**src/rtl/e203_itcm_sram_ctrl_pkg.sv**
```systemverilog
// Shared types and helpers for the ITCM SRAM controller.
package e203_itcm_sram_ctrl_pkg;

    typedef enum logic {
        LS_AWAKE = 1'b0,
        LS_SLEEP = 1'b1
    } ls_state_e;

    localparam int unsigned RSP_BUF_DEPTH = 2;

    // Width needed to hold 0..n; a zero limit still needs one bit.
    function automatic int unsigned cnt_width(input int unsigned n);
        return (n == 0) ? 1 : $clog2(n + 1);
    endfunction

endpackage

```
**src/rtl/e203_itcm_rsp_buf.sv**
```systemverilog
// Two-entry response FIFO; the head is always presented, bypass lives in the parent.
module e203_itcm_rsp_buf
    import e203_itcm_sram_ctrl_pkg::*;
#(
    parameter int unsigned RAM_DW = 64
) (
    input  logic              clk,
    input  logic              rst_n,
    input  logic              push,
    input  logic              pop,
    input  logic [RAM_DW-1:0] din,
    output logic [RAM_DW-1:0] head,
    output logic [1:0]        cnt
);

    logic [RAM_DW-1:0] mem [RSP_BUF_DEPTH];
    logic              wr_ptr;
    logic              rd_ptr;

    always_ff @(posedge clk or negedge rst_n) begin
        if (!rst_n) begin
            mem[0] <= '0;
            mem[1] <= '0;
            wr_ptr <= 1'b0;
            rd_ptr <= 1'b0;
            cnt    <= 2'd0;
        end else begin
            if (push) begin
                mem[wr_ptr] <= din;
                wr_ptr      <= ~wr_ptr;
            end
            if (pop) begin
                rd_ptr <= ~rd_ptr;
            end
            case ({push, pop})
                2'b10:   cnt <= cnt + 2'd1;
                2'b01:   cnt <= cnt - 2'd1;
                default: cnt <= cnt;
            endcase
        end
    end

    assign head = mem[rd_ptr];

endmodule

```
**src/rtl/e203_itcm_sram_ctrl.sv**
```systemverilog
// ITCM SRAM initiator: ICB-style cmd/rsp to SRAM port, 2-deep response
// buffering against back-pressure, and idle-driven light sleep.
module e203_itcm_sram_ctrl
    import e203_itcm_sram_ctrl_pkg::*;
#(
    parameter  int unsigned RAM_AW      = 13,
    parameter  int unsigned RAM_DW      = 64,
    parameter  int unsigned RAM_MW      = 8,
    parameter  int unsigned LS_IDLE_CYC = 16,
    localparam int unsigned BYTE_OFS    = $clog2(RAM_MW)
) (
    input  logic                       clk,
    input  logic                       rst_n,
    input  logic                       cmd_valid,
    output logic                       cmd_ready,
    input  logic                       cmd_read,
    input  logic [RAM_AW+BYTE_OFS-1:0] cmd_addr,
    input  logic [RAM_DW-1:0]          cmd_wdata,
    input  logic [RAM_MW-1:0]          cmd_wmask,
    output logic                       rsp_valid,
    input  logic                       rsp_ready,
    output logic [RAM_DW-1:0]          rsp_rdata,
    output logic                       ram_cs,
    output logic                       ram_we,
    output logic [RAM_AW-1:0]          ram_addr,
    output logic [RAM_MW-1:0]          ram_wem,
    output logic [RAM_DW-1:0]          ram_din,
    input  logic [RAM_DW-1:0]          ram_dout,
    output logic                       ram_ls,
    output logic                       ram_sd,
    output logic                       ram_ds
);

    localparam int unsigned IDLE_W = cnt_width(LS_IDLE_CYC);
    localparam logic [IDLE_W-1:0] IDLE_LIM = IDLE_W'(LS_IDLE_CYC);

    logic              fire;
    logic              inflight;
    logic              rd_q;
    logic [1:0]        cnt;
    logic [2:0]        occupancy;
    logic [RAM_DW-1:0] rsp_word;
    logic [RAM_DW-1:0] buf_head;
    logic              buf_push;
    logic              buf_pop;
    logic              buf_empty;
    ls_state_e         ls_state;
    logic [IDLE_W-1:0] idle_cnt;
    logic              unused_addr_lsb;

    // Credit: buffered + in-flight responses never exceed the buffer depth.
    assign occupancy = {1'b0, cnt} + {2'b00, inflight};
    assign cmd_ready = ~ram_ls & (occupancy < 3'(RSP_BUF_DEPTH));
    assign fire      = cmd_valid & cmd_ready;

    assign ram_cs   = fire;
    assign ram_we   = fire & ~cmd_read;
    assign ram_addr = cmd_addr[RAM_AW+BYTE_OFS-1:BYTE_OFS];
    assign ram_wem  = (fire & ~cmd_read) ? cmd_wmask : '0;
    assign ram_din  = cmd_wdata;
    assign ram_sd   = 1'b0;
    assign ram_ds   = 1'b0;

    assign unused_addr_lsb = ^cmd_addr[BYTE_OFS-1:0];

    always_ff @(posedge clk or negedge rst_n) begin
        if (!rst_n) begin
            inflight <= 1'b0;
            rd_q     <= 1'b0;
        end else begin
            inflight <= fire;
            rd_q     <= fire & cmd_read;
        end
    end

    // Write responses carry zero data; nothing in flight also reads as zero.
    assign rsp_word  = (inflight & rd_q) ? ram_dout : '0;
    assign buf_empty = (cnt == 2'd0);

    assign rsp_valid = buf_empty ? inflight : 1'b1;
    assign rsp_rdata = buf_empty ? rsp_word : buf_head;
    assign buf_push  = inflight & (~buf_empty | ~rsp_ready);
    assign buf_pop   = ~buf_empty & rsp_ready;

    e203_itcm_rsp_buf #(
        .RAM_DW (RAM_DW)
    ) u_rsp_buf (
        .clk   (clk),
        .rst_n (rst_n),
        .push  (buf_push),
        .pop   (buf_pop),
        .din   (rsp_word),
        .head  (buf_head),
        .cnt   (cnt)
    );

    // Light-sleep FSM; a zero limit keeps the counter pinned and never sleeps.
    always_ff @(posedge clk or negedge rst_n) begin
        if (!rst_n) begin
            ls_state <= LS_AWAKE;
            idle_cnt <= '0;
            ram_ls   <= 1'b0;
        end else begin
            case (ls_state)
                LS_AWAKE: begin
                    if (fire) begin
                        idle_cnt <= '0;
                    end else if ((LS_IDLE_CYC != 0) && (idle_cnt == IDLE_LIM)) begin
                        ls_state <= LS_SLEEP;
                        ram_ls   <= 1'b1;
                        idle_cnt <= '0;
                    end else if (buf_empty && (idle_cnt != IDLE_LIM)) begin
                        idle_cnt <= idle_cnt + IDLE_W'(1);
                    end
                end
                LS_SLEEP: begin
                    if (cmd_valid) begin
                        ls_state <= LS_AWAKE;
                        ram_ls   <= 1'b0;
                        idle_cnt <= '0;
                    end
                end
                default: begin
                    ls_state <= LS_AWAKE;
                    ram_ls   <= 1'b0;
                    idle_cnt <= '0;
                end
            endcase
        end
    end

endmodule

```
**config.mk**
```make
export PLATFORM = sky130hd
export DESIGN_NAME = e203_itcm_sram_ctrl
export DESIGN_NICKNAME = d
export VERILOG_FILES = /design/src/rtl/e203_itcm_sram_ctrl_pkg.sv /design/src/rtl/e203_itcm_rsp_buf.sv /design/src/rtl/e203_itcm_sram_ctrl.sv
export SDC_FILE = /design/constraint.sdc
export NUM_CORES = 1
export LEC_CHECK = 0
export BUFFER_PORTS_ARGS = -buffer_cell sky130_fd_sc_hd__buf_2
export CORE_MARGIN = 2
export CORE_UTILIZATION = 45
export CTS_BUF_LIST = sky130_fd_sc_hd__clkbuf_2 sky130_fd_sc_hd__clkbuf_4 sky130_fd_sc_hd__clkbuf_8
export CTS_CLUSTER_SIZE = 30
export DETAILED_ROUTE_END_ITERATION = 12
export PLACE_DENSITY = 0.76
export SYNTH_ARGS = -nofsm -noshare
export SYNTH_HDL_FRONTEND = slang
export SYNTH_SLANG_ARGS = --single-unit
```
**constraint.sdc**
```tcl
create_clock -name clk -period 5 [get_ports clk]
set_input_delay 0 -clock clk [delete_from_list [all_inputs] [get_ports clk]]
set_output_delay 0 -clock clk [all_outputs]
set_load 0.1 [all_outputs]
```
==> impl_metrics.ini, run 1 <==
[synthesis]
ys_ff_latch = 141
dominantRegCellSynth = sky130_fd_sc_hd__dfrtp_1
synth_adder_area_share_pct = 0.506
synth_cell_types = 36
netlist.top_cell.by_area = sky130_fd_sc_hd__dfrtp_1
synth_enable_flop_cells = 0
post_synth.cell_area_avg_um2 = 8.60
synth.cell_area_mm2 = 0.00742
synthArstFlopShare_pct = 100
synthSimpleGateAreaFrac_pct = 17.7
synthMuxAreaShare_pct = 0.135
synthCells = 862
fraction_of_synthesized_cell_area_in_xor_and_xnor_cells_pct = 0.472
largest_family_of_logic_cells_by_synthesized_area = compound AO/OA/AOI/OAI gates
synth.yosys.seq_area_share_pct = 47.6
synth_largest_type_area_fraction_pct = 47.6
synth-compound-area-share_pct = 21.1
ys.warnings.count = 0
yosys-top-cells-area = sky130_fd_sc_hd__dfrtp_1 48%, sky130_fd_sc_hd__nand2_1 10%, sky130_fd_sc_hd__o21ai_0 8.9%

[detailed_routing]
drt-wirelength-per-cell_um = 13.8
antenna_left = 0
remaining_drc_errors = 0
vias_per_cell = 5.04
route.final.wire_length_um = 16500
first_iter_violations = 310
drt_first_pass_iters = 4
vias = 6038

[global_route]
global_route.overflow_total = 0
grt_antenna_before_repair = 0
grtUsageTotal_pct = 19.0
first_global_vias = 5610
grt_pass1_wl_um = 27600
grt_max_degree = 96

[sta]
tcrit_tclk_final_pct = 57.4
period_minus_slack_ns = 2.87
setup_repair_after_global_routing_missed_its_margin = no
max_freq_ghz = 0.348
report.final.hold_viol_count = 0
max_slew.worst_pin.slew_ns = 0.882
finalMaxSlewViolations = 0
slew_headroom_pct = 41.2
final-setup-viol-count = 0
finalSetupTns_ns = 0
setup_skew_ns = 0.0111

[placed_design]
place_congestion = 0.757
port-buffer-count = 153
dp.final_hpwl_um = 9550

[die]
fp-row-count = 46
top_level_ports = 313
chipHeight_um = 132
floorplan.die_area_mm2 = 0.0175
placeable_core_region_mm2 = 0.0160
die_width_um = 132
start_util_pct = 46.4

[setup_path]
timing.critical_path.required_ns = 5.00
worst-setup-path-type = reg2out
maximum_cell_stage_delay_along_the_critical_path_ns = 0.64
worstSetupEndpointType = primary output
worst_path_cell_trace = and2_2, buf_4, nand2_1, a21oi_1, buf_2
peak_fanout_along_the_critical_path = 33
arrival_ns = 2.87
critical_path.slowest_cell = sky130_fd_sc_hd__and2_2
rrSetupSlack_ns = 2.89
worstSetupStartpointType = register

[cells_and_area]
filler_cell_count = 1502
finish.net_count = 1128
flow.area_growth_from_synthesis_pct = 18.3
mostFrequentLayoutCells = 198 x sky130_fd_sc_hd__nand2_1, 152 x sky130_fd_sc_hd__buf_2, 140 x sky130_fd_sc_hd__dfrtp_1, 132 x sky130_fd_sc_hd__o21ai_0, 68 x sky130_fd_sc_hd__dlygate4sd3_1
final_layout_size_suffix_gt1_share_pct = 20.3
antenna_cells = 0
postLayoutCoreUtil_pct = 54.8
layout.cells.most_common = sky130_fd_sc_hd__nand2_1

[clocking]
clock_tree_from_tritoncts = yes
cts-root-to-sink-buffers = 2
tritoncts.num_buffers = 17
cts_num_sinks = 141
clkLatencyLatePin_ns = 0.44
clkTransAtPathRegs_ns = 0.08
clock_tree.root_cell = sky130_fd_sc_hd__clkbuf_8
htree_num_levels = 4

[job]
maxCapViolations = 0

[outcome]
status = completed

[hold_path]
worst_hold_path_type = in2out

[pwr]
pwr_density_cell_mw_per_mm2 = 711
leakage_uw = 0.00399
peakVddDrop_mv = 0.520
## critical path, delay by kind of cell (launching register included)
| kind | cells | cell delay, ns |
|---|---|---|
| compound gates | 1 | 0.21 |
| simple gates | 2 | 0.78 |
| buf+inv | 2 | 0.93 |
| flops | 1 | 0.48 |
## per-layer routing
metal  global-route usage [%]  part of all wire [%]  vias up
li1                         -                     -     3053
met1                     25.8                    46     2800
met2                     29.3                    47      145
met3                     4.92                   4.9       40
met4                     6.93                   2.1        0
met5                        0                     0        -
## through the flow
step / hold slack, ns / total power, uW / setup WS (ns) / cell area (um2) / std cells
after floorplan: -0.296 / 4970 / 0.235 / 7420 / 863
final: 0.0000385 / 6240 / 2.13 / 8770 / 1197
after global routing: 0.000143 / 6530 / 1.89 / 8770 / 1197
after CTS: 0.000681 / 6270 / 2.09 / 8770 / 1197
after global placement: 0.000681 / 5160 / 2.61 / 7640 / 1097
after detailed placement: 0.000681 / 5190 / 2.58 / 7640 / 1097
## sequential cells by signal, summed over array words and instances (netlist names)
signal and flops:
u_rsp_buf.wr_ptr 1, u_rsp_buf.cnt 2, inflight 1, rd_q 1, ram_ls 1, u_rsp_buf.mem 128
ls_state 1, u_rsp_buf.rd_ptr 1, idle_cnt 5
## what timing repair did
item                                   CTS  global route
resized for setup                        0             0
hold buffers                            68             0
buffers inserted                         0             0
endpoints found under the hold margin  227             0
## cell type report
| cell class | instances | area (um2) | share of cell area (%) |
|---|---|---|---|
| tap | 216 | 270 | 3.08 |
| timing repair buffer | 230 | 1520 | 17.3 |
| sequential | 141 | 3530 | 40.3 |
| clock inverter | 10 | 161 | 1.84 |
| multi-input combinational | 573 | 2980 | 34.0 |
| clock buffer | 22 | 290 | 3.31 |
| inverter | 5 | 18.8 | 0.214 |
## power breakdown
group          switching [uW]  internal (uW)  leakage (uW)  total [uW]
combinational            3160            611       0.00182        3770
clock                     427            594      0.000222        1020
sequential                165           1280       0.00195        1450
## cells by family after synthesis
| group | after synthesis |
|---|---|
| XOR/XNOR | 4 |
| AND/OR/NAND/NOR | 291 |
| buffers and inverters | 149 |
| other | 1 |
| multiplexers | 1 |
| AO/OA/AOI/OAI | 272 |
| flip-flops | 141 |
| adder cells (fa/ha/maj) | 3 |
## path summary, 6_finish.rpt
path | from | to | cells past startpoint
setup reg to reg | u_rsp_buf.cnt[0]$_DFFE_PN0P_ | u_rsp_buf.cnt[1]$_DFFE_PN0P_ | 7
setup / recovery | inflight$_DFF_PN0_ | rsp_rdata[55] | 5
hold / removal | cmd_addr[9] | ram_addr[6] | 0
max in group asynchronous | rst_n | u_rsp_buf.mem[13]$_DFFE_PN0P_ | 3
min in group asynchronous | rst_n | u_rsp_buf.mem[4]$_DFFE_PN0P_ | 2
hold reg to reg | u_rsp_buf.mem[106]$_DFFE_PN0P_ | u_rsp_buf.mem[106]$_DFFE_PN0P_ | 2
## synth_stat cells, types with 3 or more instances
| library cell | count |
|---|---|
| sky130_fd_sc_hd__nand2_1 | 198 |
| sky130_fd_sc_hd__dfrtp_1 | 141 |
| sky130_fd_sc_hd__o21ai_0 | 132 |
| sky130_fd_sc_hd__buf_4 | 87 |
| sky130_fd_sc_hd__nor2b_1 | 66 |
| sky130_fd_sc_hd__a21oi_1 | 65 |
| sky130_fd_sc_hd__a211oi_1 | 64 |
| sky130_fd_sc_hd__buf_2 | 34 |
| sky130_fd_sc_hd__clkbuf_1 | 19 |
| sky130_fd_sc_hd__and2_1 | 10 |
| sky130_fd_sc_hd__inv_1 | 5 |
| sky130_fd_sc_hd__nor2_1 | 5 |
| sky130_fd_sc_hd__buf_1 | 4 |
| sky130_fd_sc_hd__ha_1 | 3 |
Power figures use the tool's default switching activity.
==> run 2, diff against run 1 <==
==> constraint.sdc (replaced) <==
create_clock -name clk -period 3 [get_ports clk]
set_input_delay 0 -clock clk [delete_from_list [all_inputs] [get_ports clk]]
set_output_delay 0 -clock clk [all_outputs]
set_load 0.1 [all_outputs]
==> run 2 against run 1 <==
First-iteration DRC count rose by 9.0%. Via count rose by 0.70%. Sequential share of layout area fell by 0.50 points. Final cell count rose by 0.17%. Clock power rose by 60%. Global-route usage barely moved. Largest power group unchanged. Register-to-register slack got worse by 1.8 ns. Utilization rose by 0.71 points. Worst setup slack got worse by 1.8 ns. Die area did not move. Final area rose by 1.3%. Sequential power rose by 70%.
==> impl_metrics.ini, run 2 (synthesized netlist as in run 1, its figures left out) <==
[cells_and_area]
filler_cell_count = 1468
final_layout_size_suffix_gt1_share_pct = 21.5
flow.area_growth_from_synthesis_pct = 19.8
finish.net_count = 1130
layout.cells.most_common = sky130_fd_sc_hd__nand2_1
layoutNonFillerInstCount = 1199
antenna_cells = 0
postLayoutCoreUtil_pct = 55.6
register_area_mm2 = 0.00353
mostFrequentLayoutCells = 198 x sky130_fd_sc_hd__nand2_1, 152 x sky130_fd_sc_hd__buf_2, 139 x sky130_fd_sc_hd__dfrtp_1, 132 x sky130_fd_sc_hd__o21ai_0, 68 x sky130_fd_sc_hd__dlygate4sd3_1
top_regs = u_rsp_buf.mem (128), idle_cnt (5), u_rsp_buf.cnt (2)
max_ffs_per_register = 128
max_flop_register = u_rsp_buf.mem
multiInputGateArea_mm2 = 0.00301

[detailed_routing]
vias_per_cell = 5.07
drt_first_pass_iters = 4
remaining_drc_errors = 0
route.final.wire_length_um = 16300
drt-wirelength-per-cell_um = 13.6
antenna_left = 0
vias = 6080
first_iter_violations = 338

[global_route]
first_global_vias = 5923
global_route.overflow_total = 0
grt_pass1_wl_um = 27500
grt_antenna_before_repair = 0
grt_max_degree = 86
grtUsageTotal_pct = 19.0

[pwr]
peakVddDrop_mv = 1.04
leakage_uw = 0.00405
pwr_density_cell_mw_per_mm2 = 1180
power_uw = 10500

[die]
start_util_pct = 46.4
die_width_um = 132
fp-row-count = 46
floorplan.die_area_mm2 = 0.0175
chipHeight_um = 132
top_level_ports = 313
placeable_core_region_mm2 = 0.0160

[sta]
report.final.hold_viol_count = 0
period_minus_slack_ns = 2.62
slew_headroom_pct = 38.1
finalSetupTns_ns = 0
setup_slack_ns = 0.376
finalMaxSlewViolations = 0
max_freq_ghz = 0.381
setup_skew_ns = 0.0109
max_slew.worst_pin.slew_ns = 0.929
tcrit_tclk_final_pct = 87.5
setup_repair_after_global_routing_missed_its_margin = no
final-setup-viol-count = 0

[placed_design]
placement.setup.worst_slack_ns = 0.831
place_congestion = 0.728
number_of_placed_instances_taps_included = 1099
dp.final_hpwl_um = 9720
port-buffer-count = 153

[clocking]
cts-root-to-sink-buffers = 2
clock_tree.root_cell = sky130_fd_sc_hd__clkbuf_8
clkTransAtPathRegs_ns = 0.08
clock_tree_from_tritoncts = yes
tritoncts.num_buffers = 17
cts_post_setup_buffers_inserted = 0
clkLatencyLatePin_ns = 0.44
htree_num_levels = 4
cts_num_sinks = 141

[setup_path]
worst_path_dominant_cell_family = simple AND/OR/NAND/NOR gates
worst_path_cell_trace = a211oi_4, and2_4, nor2b_1, and2_4, buf_2
worst-setup-path-type = reg2out
critPathBufInv = 1
worstSetupEndpointType = primary output
timing.critical_path.required_ns = 3.00
maximum_cell_stage_delay_along_the_critical_path_ns = 0.47
worstSetupStartpointType = register
arrival_ns = 2.62
critical_path.slowest_cell = sky130_fd_sc_hd__dfrtp_1
path_common_cell = sky130_fd_sc_hd__and2_4
peak_fanout_along_the_critical_path = 9

[hold_path]
worst_hold_path_type = in2out

[outcome]
status = completed

[job]
maxCapViolations = 0
[run 2: cell types whose count changed in the layout (fill, tap and decap cells not counted), moves of 2 or more]
cell | previous run | this run
sky130_fd_sc_hd__clkinv_2 | 2 | 4
sky130_fd_sc_hd__buf_4 | 9 | 4
sky130_fd_sc_hd__buf_12 | 0 | 7
sky130_fd_sc_hd__clkinvlp_4 | 3 | 1
sky130_fd_sc_hd__and2_1 | 9 | 0
sky130_fd_sc_hd__and2_4 | 0 | 9
[run 2: worst reg2reg max path, delay by kind of cell, from the launching register on]
family | cells | cell delay, ns
compound gates | 2 | 0.39
buf+inv | 1 | 0.52
simple gates | 1 | 0.35
flops | 1 | 0.49
[run 2: report_power, final]
group | switching, uW | leakage [uW] | internal, uW
logic | 5230 | 0.00187 | 1120
clock network | 708 | 0.000222 | 919
registers | 336 | 0.00195 | 2140
[run 2: final timing paths]
| path | start | end | slack (ns) | depth (start not counted) |
|---|---|---|---|---|
| max | inflight$_DFF_PN0_ | ram_wem[2] | 0.38 | 5 |
| min in group asynchronous | rst_n | u_rsp_buf.mem[72]$_DFFE_PN0P_ | 0.19 | 2 |
| max in group asynchronous | rst_n | u_rsp_buf.mem[35]$_DFFE_PN0P_ | 2.09 | 3 |
| min | cmd_addr[12] | ram_addr[9] | 0.00004 | 0 |
| max reg2reg | u_rsp_buf.cnt[0]$_DFFE_PN0P_ | u_rsp_buf.mem[91]$_DFFE_PN0P_ | 1.10 | 4 |
| min reg2reg | u_rsp_buf.mem[68]$_DFFE_PN0P_ | u_rsp_buf.mem[68]$_DFFE_PN0P_ | 0.47 | 2 |
[run 2: cell type report]
cell class	instances	area share, %
Tap cell	216	3.04
Inverter	5	0.211
Sequential cell	141	39.8
Multi-Input combinational cell	573	33.9
Clock buffer	22	3.34
Clock inverter	10	1.52
Timing Repair Buffer	232	18.3
[run 2: repair_timing]
item	in CTS	in global routing
hold buffers	68	0
hold endpoints to repair	216	0
gates resized for setup	0	0
[run 2: layer usage]
metal	global-route usage, %	up-vias	wire length [um]
met2	32.7	156	7840
li1	-	3050	-
met5	0	-	0
met3	4.34	33	757
met4	7.05	0	324
met1	23.2	2841	7420
[run 2: through the flow]
stage               hold WS [ns]  area (um2)
floorplan                 -0.296        7450
global placement        0.000681        7780
detailed placement      0.000681        7780
CTS                     0.000681        8890
global route            0.000143        8890
finish                 0.0000386        8890
